### config.mk
export PLATFORM = sky130hd
export DESIGN_NAME = max7219_rx_flat
export DESIGN_NICKNAME = d
export VERILOG_FILES = /design/src/rtl/max7219_rx_pkg.sv /design/src/rtl/max7219_rx_if.sv /design/src/rtl/max7219_rx_sync_edge.sv /design/src/rtl/max7219_rx.sv /design/src/flat_wrapper.sv
export SDC_FILE = /design/constraint.sdc
export NUM_CORES = 1
export LEC_CHECK = 0
export BUFFER_PORTS_ARGS = -buffer_cell sky130_fd_sc_hd__buf_2
export CAP_MARGIN = 0
export CORE_MARGIN = 2
export CORE_UTILIZATION = 55
export CTS_BUF_LIST = sky130_fd_sc_hd__clkbuf_4 sky130_fd_sc_hd__clkbuf_8
export CTS_CLUSTER_DIAMETER = 200
export DETAILED_ROUTE_END_ITERATION = 7
export HOLD_SLACK_MARGIN = 0.15
export PLACE_DENSITY = 0.77
export SYNTH_ARGS = -nofsm -noshare
export SYNTH_HDL_FRONTEND = slang
export SYNTH_SLANG_ARGS = --single-unit
### constraint.sdc
create_clock -name clock -period 2.75 [get_ports clock]
set_input_delay 0.1375 -clock clock [delete_from_list [all_inputs] [get_ports clock]]
set_output_delay 0.1375 -clock clock [all_outputs]
set_load 0.03 [all_outputs]
### src/rtl/max7219_rx_pkg.sv
// Shared definitions for the MAX7219 serial link: register addresses and frame
// field extraction, common to the transmitting FSM and this receiver.
package max7219_rx_pkg;

   localparam logic [3:0] ADDR_NOOP      = 4'h0;
   localparam logic [3:0] ADDR_DIGIT0    = 4'h1;
   localparam logic [3:0] ADDR_DIGIT1    = 4'h2;
   localparam logic [3:0] ADDR_DIGIT2    = 4'h3;
   localparam logic [3:0] ADDR_DIGIT3    = 4'h4;
   localparam logic [3:0] ADDR_DIGIT4    = 4'h5;
   localparam logic [3:0] ADDR_DIGIT5    = 4'h6;
   localparam logic [3:0] ADDR_DIGIT6    = 4'h7;
   localparam logic [3:0] ADDR_DIGIT7    = 4'h8;
   localparam logic [3:0] ADDR_DECODE    = 4'h9;
   localparam logic [3:0] ADDR_INTENSITY = 4'hA;
   localparam logic [3:0] ADDR_SCANLIM   = 4'hB;
   localparam logic [3:0] ADDR_SHUTDOWN  = 4'hC;
   localparam logic [3:0] ADDR_TEST      = 4'hF;

   // Only the low 12 bits of a frame carry address and data; anything shifted
   // in above them can never influence a commit.
   localparam int FRAME_WIN = 12;

   typedef struct packed {
      logic [3:0] addr;
      logic [7:0] data;
   } frame_t;

   function automatic frame_t split_frame(input logic [FRAME_WIN-1:0] word);
      frame_t f;
      f.addr = word[11:8];
      f.data = word[7:0];
      return f;
   endfunction

endpackage

### src/rtl/max7219_rx_if.sv
// The three-wire MAX7219 serial link: the controller drives it, the display
// (or this receiver) listens.
interface max7219_rx_if;

   logic max_sck;
   logic max_load;
   logic max_din;

   modport master (output max_sck, output max_load, output max_din);
   modport slave  (input  max_sck, input  max_load, input  max_din);

endinterface

### src/rtl/max7219_rx_sync_edge.sv
// Multi-flop synchroniser for one asynchronous line, with a registered level
// and a registered rising-edge strobe that stay aligned with each other.
module max7219_rx_sync_edge #(
   parameter int SYNC_STAGES = 2
) (
   input  logic clock,
   input  logic reset,
   input  logic d,
   output logic level,
   output logic rise
);

   logic [SYNC_STAGES-1:0] chain;
   logic [SYNC_STAGES:0]   fill;

   // fill marks when chain and level hold real samples, so a line that is
   // already high at reset release never looks like a 0->1 edge.
   always_ff @(posedge clock or negedge reset) begin
      if (!reset) begin
         chain <= '0;
         fill  <= '0;
         level <= 1'b0;
         rise  <= 1'b0;
      end else begin
         // NOTE: non-blocking assignments let every flop sample the previous
         // cycle's values, which is exactly what a shift chain needs.
         chain <= {chain[SYNC_STAGES-2:0], d};
         fill  <= {fill[SYNC_STAGES-1:0], 1'b1};
         level <= chain[SYNC_STAGES-1];
         rise  <= fill[SYNC_STAGES] & chain[SYNC_STAGES-1] & ~level;
      end
   end

endmodule

### src/rtl/max7219_rx.sv
// MAX7219-compatible serial receiver: shifts frames on SCK, commits on LOAD
// and decodes them into the digit and control register file.
module max7219_rx
   import max7219_rx_pkg::*;
#(
   parameter int SYNC_STAGES = 2,
   parameter int FRAME_BITS  = 16,
   parameter int NUM_DIGITS  = 8
) (
   input  logic               clock,
   input  logic               reset,
   max7219_rx_if.slave        link,
   input  logic [2:0]         rd_digit,
   output logic [7:0]         rd_data,
   output logic [7:0]         decode_mode,
   output logic [3:0]         intensity,
   output logic [2:0]         scan_limit,
   output logic               shutdown_n,
   output logic               display_test,
   output logic               frame_valid,
   output logic [3:0]         frame_addr,
   output logic [7:0]         frame_data,
   output logic               frame_short
);

   localparam int DIG_W = $clog2(NUM_DIGITS);

   logic sck_rise, load_rise, din_s;

   max7219_rx_sync_edge #(.SYNC_STAGES(SYNC_STAGES)) u_sck (
      .clock(clock), .reset(reset), .d(link.max_sck),  .level(),      .rise(sck_rise)
   );
   max7219_rx_sync_edge #(.SYNC_STAGES(SYNC_STAGES)) u_load (
      .clock(clock), .reset(reset), .d(link.max_load), .level(),      .rise(load_rise)
   );
   max7219_rx_sync_edge #(.SYNC_STAGES(SYNC_STAGES)) u_din (
      .clock(clock), .reset(reset), .d(link.max_din),  .level(din_s), .rise()
   );

   logic [FRAME_WIN-1:0] sr, sr_next;
   logic [4:0]           bit_cnt, cnt_next;
   logic [7:0]           digit [NUM_DIGITS];
   logic                 frame_full;
   logic                 is_digit;
   logic [DIG_W-1:0]     dig_sel;
   frame_t               cur;

   // The shift is resolved first so a LOAD edge in the same cycle sees the
   // bit that arrived with it, both in the data and in the bit count.
   always_comb begin
      // NOTE: every signal gets a default before any branch, otherwise a
      // path that leaves it unassigned infers a latch.
      sr_next  = sr;
      cnt_next = bit_cnt;
      if (sck_rise) begin
         sr_next = {sr[FRAME_WIN-2:0], din_s};
         if (bit_cnt != 5'd31) cnt_next = bit_cnt + 5'd1;
      end
      frame_full = int'(cnt_next) >= FRAME_BITS;
      cur        = split_frame(sr_next);
      is_digit   = (cur.addr >= ADDR_DIGIT0) &&
                   (int'(cur.addr) < int'(ADDR_DIGIT0) + NUM_DIGITS);
      dig_sel    = DIG_W'(cur.addr - ADDR_DIGIT0);
   end

   always_ff @(posedge clock or negedge reset) begin
      if (!reset) begin
         sr           <= '0;
         bit_cnt      <= '0;
         // NOTE: the digit array is small and must read back as zero after
         // reset, so it is cleared here rather than left as uninitialised RAM.
         for (int i = 0; i < NUM_DIGITS; i++) digit[i] <= '0;
         rd_data      <= '0;
         decode_mode  <= '0;
         intensity    <= '0;
         scan_limit   <= '0;
         shutdown_n   <= 1'b0;
         display_test <= 1'b0;
         frame_valid  <= 1'b0;
         frame_addr   <= '0;
         frame_data   <= '0;
         frame_short  <= 1'b0;
      end else begin
         frame_valid <= 1'b0;
         frame_short <= 1'b0;
         sr          <= sr_next;
         bit_cnt     <= cnt_next;
         rd_data     <= digit[rd_digit];

         if (load_rise) begin
            bit_cnt <= '0;
            if (frame_full) begin
               frame_valid <= 1'b1;
               frame_addr  <= cur.addr;
               frame_data  <= cur.data;
               if (is_digit) begin
                  digit[dig_sel] <= cur.data;
               end else begin
                  case (cur.addr)
                     ADDR_DECODE:    decode_mode  <= cur.data;
                     ADDR_INTENSITY: intensity    <= cur.data[3:0];
                     ADDR_SCANLIM:   scan_limit   <= cur.data[2:0];
                     ADDR_SHUTDOWN:  shutdown_n   <= cur.data[0];
                     ADDR_TEST:      display_test <= cur.data[0];
                     ADDR_NOOP:      ;
                     default:        ;
                  endcase
               end
            end else begin
               frame_short <= 1'b1;
            end
         end
      end
   end

endmodule
### src/flat_wrapper.sv
// flat-port wrapper written by rule: the top's interface ports become plain ports
module max7219_rx_flat import max7219_rx_pkg::*;
#(
   parameter int SYNC_STAGES = 2,
   parameter int FRAME_BITS  = 16,
   parameter int NUM_DIGITS  = 8
)
  (clock, reset, rd_digit, rd_data, decode_mode, intensity, scan_limit, shutdown_n, display_test, frame_valid, frame_addr, frame_data, frame_short, link_max_sck, link_max_load, link_max_din);
  max7219_rx_if link_i ();
  input  logic clock;
  input  logic reset;
  input  logic [2:0] rd_digit;
  output logic [7:0] rd_data;
  output logic [7:0] decode_mode;
  output logic [3:0] intensity;
  output logic [2:0] scan_limit;
  output logic shutdown_n;
  output logic display_test;
  output logic frame_valid;
  output logic [3:0] frame_addr;
  output logic [7:0] frame_data;
  output logic frame_short;
  input wire logic [$bits(link_i.max_sck)-1:0] link_max_sck;
  input wire logic [$bits(link_i.max_load)-1:0] link_max_load;
  input wire logic [$bits(link_i.max_din)-1:0] link_max_din;
  assign link_i.max_sck = link_max_sck;
  assign link_i.max_load = link_max_load;
  assign link_i.max_din = link_max_din;
  max7219_rx #(.SYNC_STAGES(SYNC_STAGES), .FRAME_BITS(FRAME_BITS), .NUM_DIGITS(NUM_DIGITS)) u_core (.clock(clock), .reset(reset), .link(link_i), .rd_digit(rd_digit), .rd_data(rd_data), .decode_mode(decode_mode), .intensity(intensity), .scan_limit(scan_limit), .shutdown_n(shutdown_n), .display_test(display_test), .frame_valid(frame_valid), .frame_addr(frame_addr), .frame_data(frame_data), .frame_short(frame_short));
endmodule
==> results.cfg <==
[grt]
grt.met1_usage_pct = 29.5
grt-ovfl-total = 0
use_met2_pct = 33.5
grt_max_degree = 65
antenna_found_initial = 0
met3_usage_pct = 5.95
grt_use_total_pct = 21.5
grt_pass1_wl_mm = 18.0
grt.busiest_layer = met2
first_global_vias = 3410

[power]
p_clk_share_pct = 42.0
p_leak_uw = 0.00336
combPwrFrac_pct = 11.2
switching_share_pct = 25.0
p_sw_uw = 1120
seqPwrFrac_pct = 46.8
p_int_uw = 3360
peakVddDrop_mv = 0.301
finalPower_uw = 4480
p_per_area_mw_per_mm2 = 671

[placement]
post_dp_cell_area_mm2 = 0.00618
gp_congestion = 0.805
portBuffers = 46
dp_hpwl_mm = 6.98
place_inst = 551

[critical_path]
start_kind = flop
r2r_slack_ns = 0.28
cp_data_arrival_time_ns = 2.79
required_ns = 3.07
cp_max_fo = 6
end_kind = flop
r2r_start = u_core.u_sck.rise$_DFF_PN0_
reg2reg_depth = 7
path_class = reg2reg
regToRegEndpoint = u_core.intensity[2]$_DFFE_PN0P_

[timing]
hold_viol = 0
final-max-slew-violation-count = 0
rsz0062_at_grt = false
setup_viol = 0
clock_skew_ns = 0.00981
fin_tns_setup_ns = 0
fmax_mhz = 404
tightest_slew_ns = 0.660
period_share_pct = 90.0
fin_hold_ws_ns = 0.179
relSlewSlack_pct = 56.0
period_needed_ns = 2.47

[detailed_routing]
antenna_left = 0
route.detailed.drc = 0
routed_via_density = 5.55
dr.first_iter.drc_count = 126
first_pass_iters = 4
via_count = 3255
wire_per_inst_um = 18.6
wirelength_mm = 10.9

[finish]
diodes = 0
finalNetCount = 452
fin_cells = 587
layout.cells.most_common_list = 134 x dfrtp_1, 95 x mux2_2, 45 x buf_2, 34 x nand2_1, 19 x clkbuf_8
drive_above_1_share_pct = 49.2
fillers = 732
layout_commonest_cell = dfrtp_1
design_area_mm2 = 0.00668
syn_to_final_growth_pct = 17.0

[logic_synthesis]
netlist_instances = 377
synth-seq-cells = 134
netlist_area_mm2 = 0.00571
async_flop_share_pct = 100
synth_edf_count = 0
ys.flop_type = dfrtp_1
synth_cell_type_count = 41
avgSynthCellArea_um2 = 15.1
ys_seq_area_share_pct = 58.7
synth_nets = 391
yosysWarningCount = 0

[flow_run]
cap_viol_max_count = 0

[clock_network]
cts_tree = yes
clock_sinks = 134
cts-buffers-inserted = 17
hold_buffers = 4
worst_skew_pair.late_latency_ns = 0.43
clockRootBuffer = clkbuf_8
clk_path_buf_depth = 2
cts_resized = 0
clk_pin_slew_ns = 0.07
htreeDepth = 4
postCtsSetupBuffers = 0

[floorplanning]
chipWidth_um = 106
ios = 47
core_mm2 = 0.0102
rows = 37
die-area_mm2 = 0.0112
die_y_um = 106
start_util_pct = 56.1

[hold_path]
hold_end = u_core.rd_data[5]$_DFF_PN0_
holdPathStages = 2
hold_path_startpoint = rd_digit[2]
hold_class = in2reg

[status]
outcome = finished clean
## how the worst max path moves through the flow
stage                                startpoint                               to  slack [ns]  cells past startpoint
floorplan           u_core.u_sck.rise$_DFF_PN0_  u_core.intensity[0]$_DFFE_PN0P_        0.05                      9
global placement    u_core.u_sck.rise$_DFF_PN0_  u_core.intensity[1]$_DFFE_PN0P_        0.31                      7
detailed placement  u_core.u_sck.rise$_DFF_PN0_  u_core.intensity[2]$_DFFE_PN0P_        0.28                      7
CTS                 u_core.u_sck.rise$_DFF_PN0_  u_core.intensity[2]$_DFFE_PN0P_        0.25                      7
global route        u_core.u_sck.rise$_DFF_PN0_  u_core.intensity[0]$_DFFE_PN0P_        0.13                      6
finish              u_core.u_sck.rise$_DFF_PN0_  u_core.intensity[2]$_DFFE_PN0P_        0.28                      7
## final cells by class
class                      instances  area [um^2]  share of cell area (%)
clock inverter                     9          173                    2.58
clock buffer                      23          292                    4.36
tap                              136          170                    2.55
timing repair buffer              63          433                    6.48
sequential                       134         3350                    50.2
multi-input combinational        214         2230                    33.4
inverter                           8         30.0                   0.449
## cells in the mapped netlist (3+ instances only)
master      n  area (um^2)
inv_1       8         30.0
nand4_1     4         25.0
a211oi_1    3         22.5
ha_1        6         75.1
mux4_2     16          360
o21ai_0     4         20.0
a21oi_1     3         15.0
nand2_1    34          128
a211oi_4    4         80.1
dfrtp_1   134         3350
nand3_1     5         25.0
mux2_2     95         1070
mux2_1      3         33.8
nor2_1      5         18.8
o21bai_2    4         45.0
mux2i_1     4         40.0
buf_2       4         20.0
clkbuf_1   13         48.8
## cells by family (layout without fill, tap and decap cells)
kind of cell	after synthesis	in the layout	synth area share, %
mux	119	119	26.7
simple gates	60	60	5.39
other cells	1	1	0.0657
flops	134	134	58.7
fa+ha+maj	6	6	1.31
compound gates	27	27	5.30
xor+xnor	1	1	0.153
buf+inv	29	103	2.32
## stage by stage
step	setup slack [ns]	util [%]
floorplan	0.0477	-
global placement	0.312	60.7
detailed placement	0.284	60.7
CTS	0.251	65.6
global route	0.126	65.6
finish	0.275	65.6
## critical path: stages, from the launching register on
cell and delay (ns):
dfrtp_1 0.44, mux2i_1 0.25, buf_4 0.18, ha_2 0.18, nor3b_1 0.19, mux2i_1 0.20, a2111oi_4 0.53, mux2_2 0.39
## power by group through the flow
stage	logic, uW	clock network, uW	registers, uW
2_1_floorplan	358	0	2110
3_3_place_gp	494	0	2130
3_5_place_dp	504	0	2130
4_1_cts	516	1920	2100
5_1_grt	560	2000	2100
6_report	503	1880	2100
## per-layer routing
metal | vias to the layer above | wire length (um)
met5 | - | 0
met4 | 0 | 138
met3 | 11 | 407
met2 | 73 | 5450
met1 | 1704 | 4900
li1 | 1467 | -
## sequential cells by signal (all words and copies together) (netlist names), 2 cells and up
name,count
u_core.frame_data,8
u_core.u_sck.fill,2
u_core.u_load.chain,2
u_core.frame_addr,4
u_core.rd_data,8
u_core.decode_mode,8
u_core.sr,12
u_core.u_din.chain,2
u_core.scan_limit,3
u_core.digit,64
u_core.bit_cnt,5
u_core.u_sck.chain,2
u_core.intensity,4
Power figures use the tool's default switching activity.
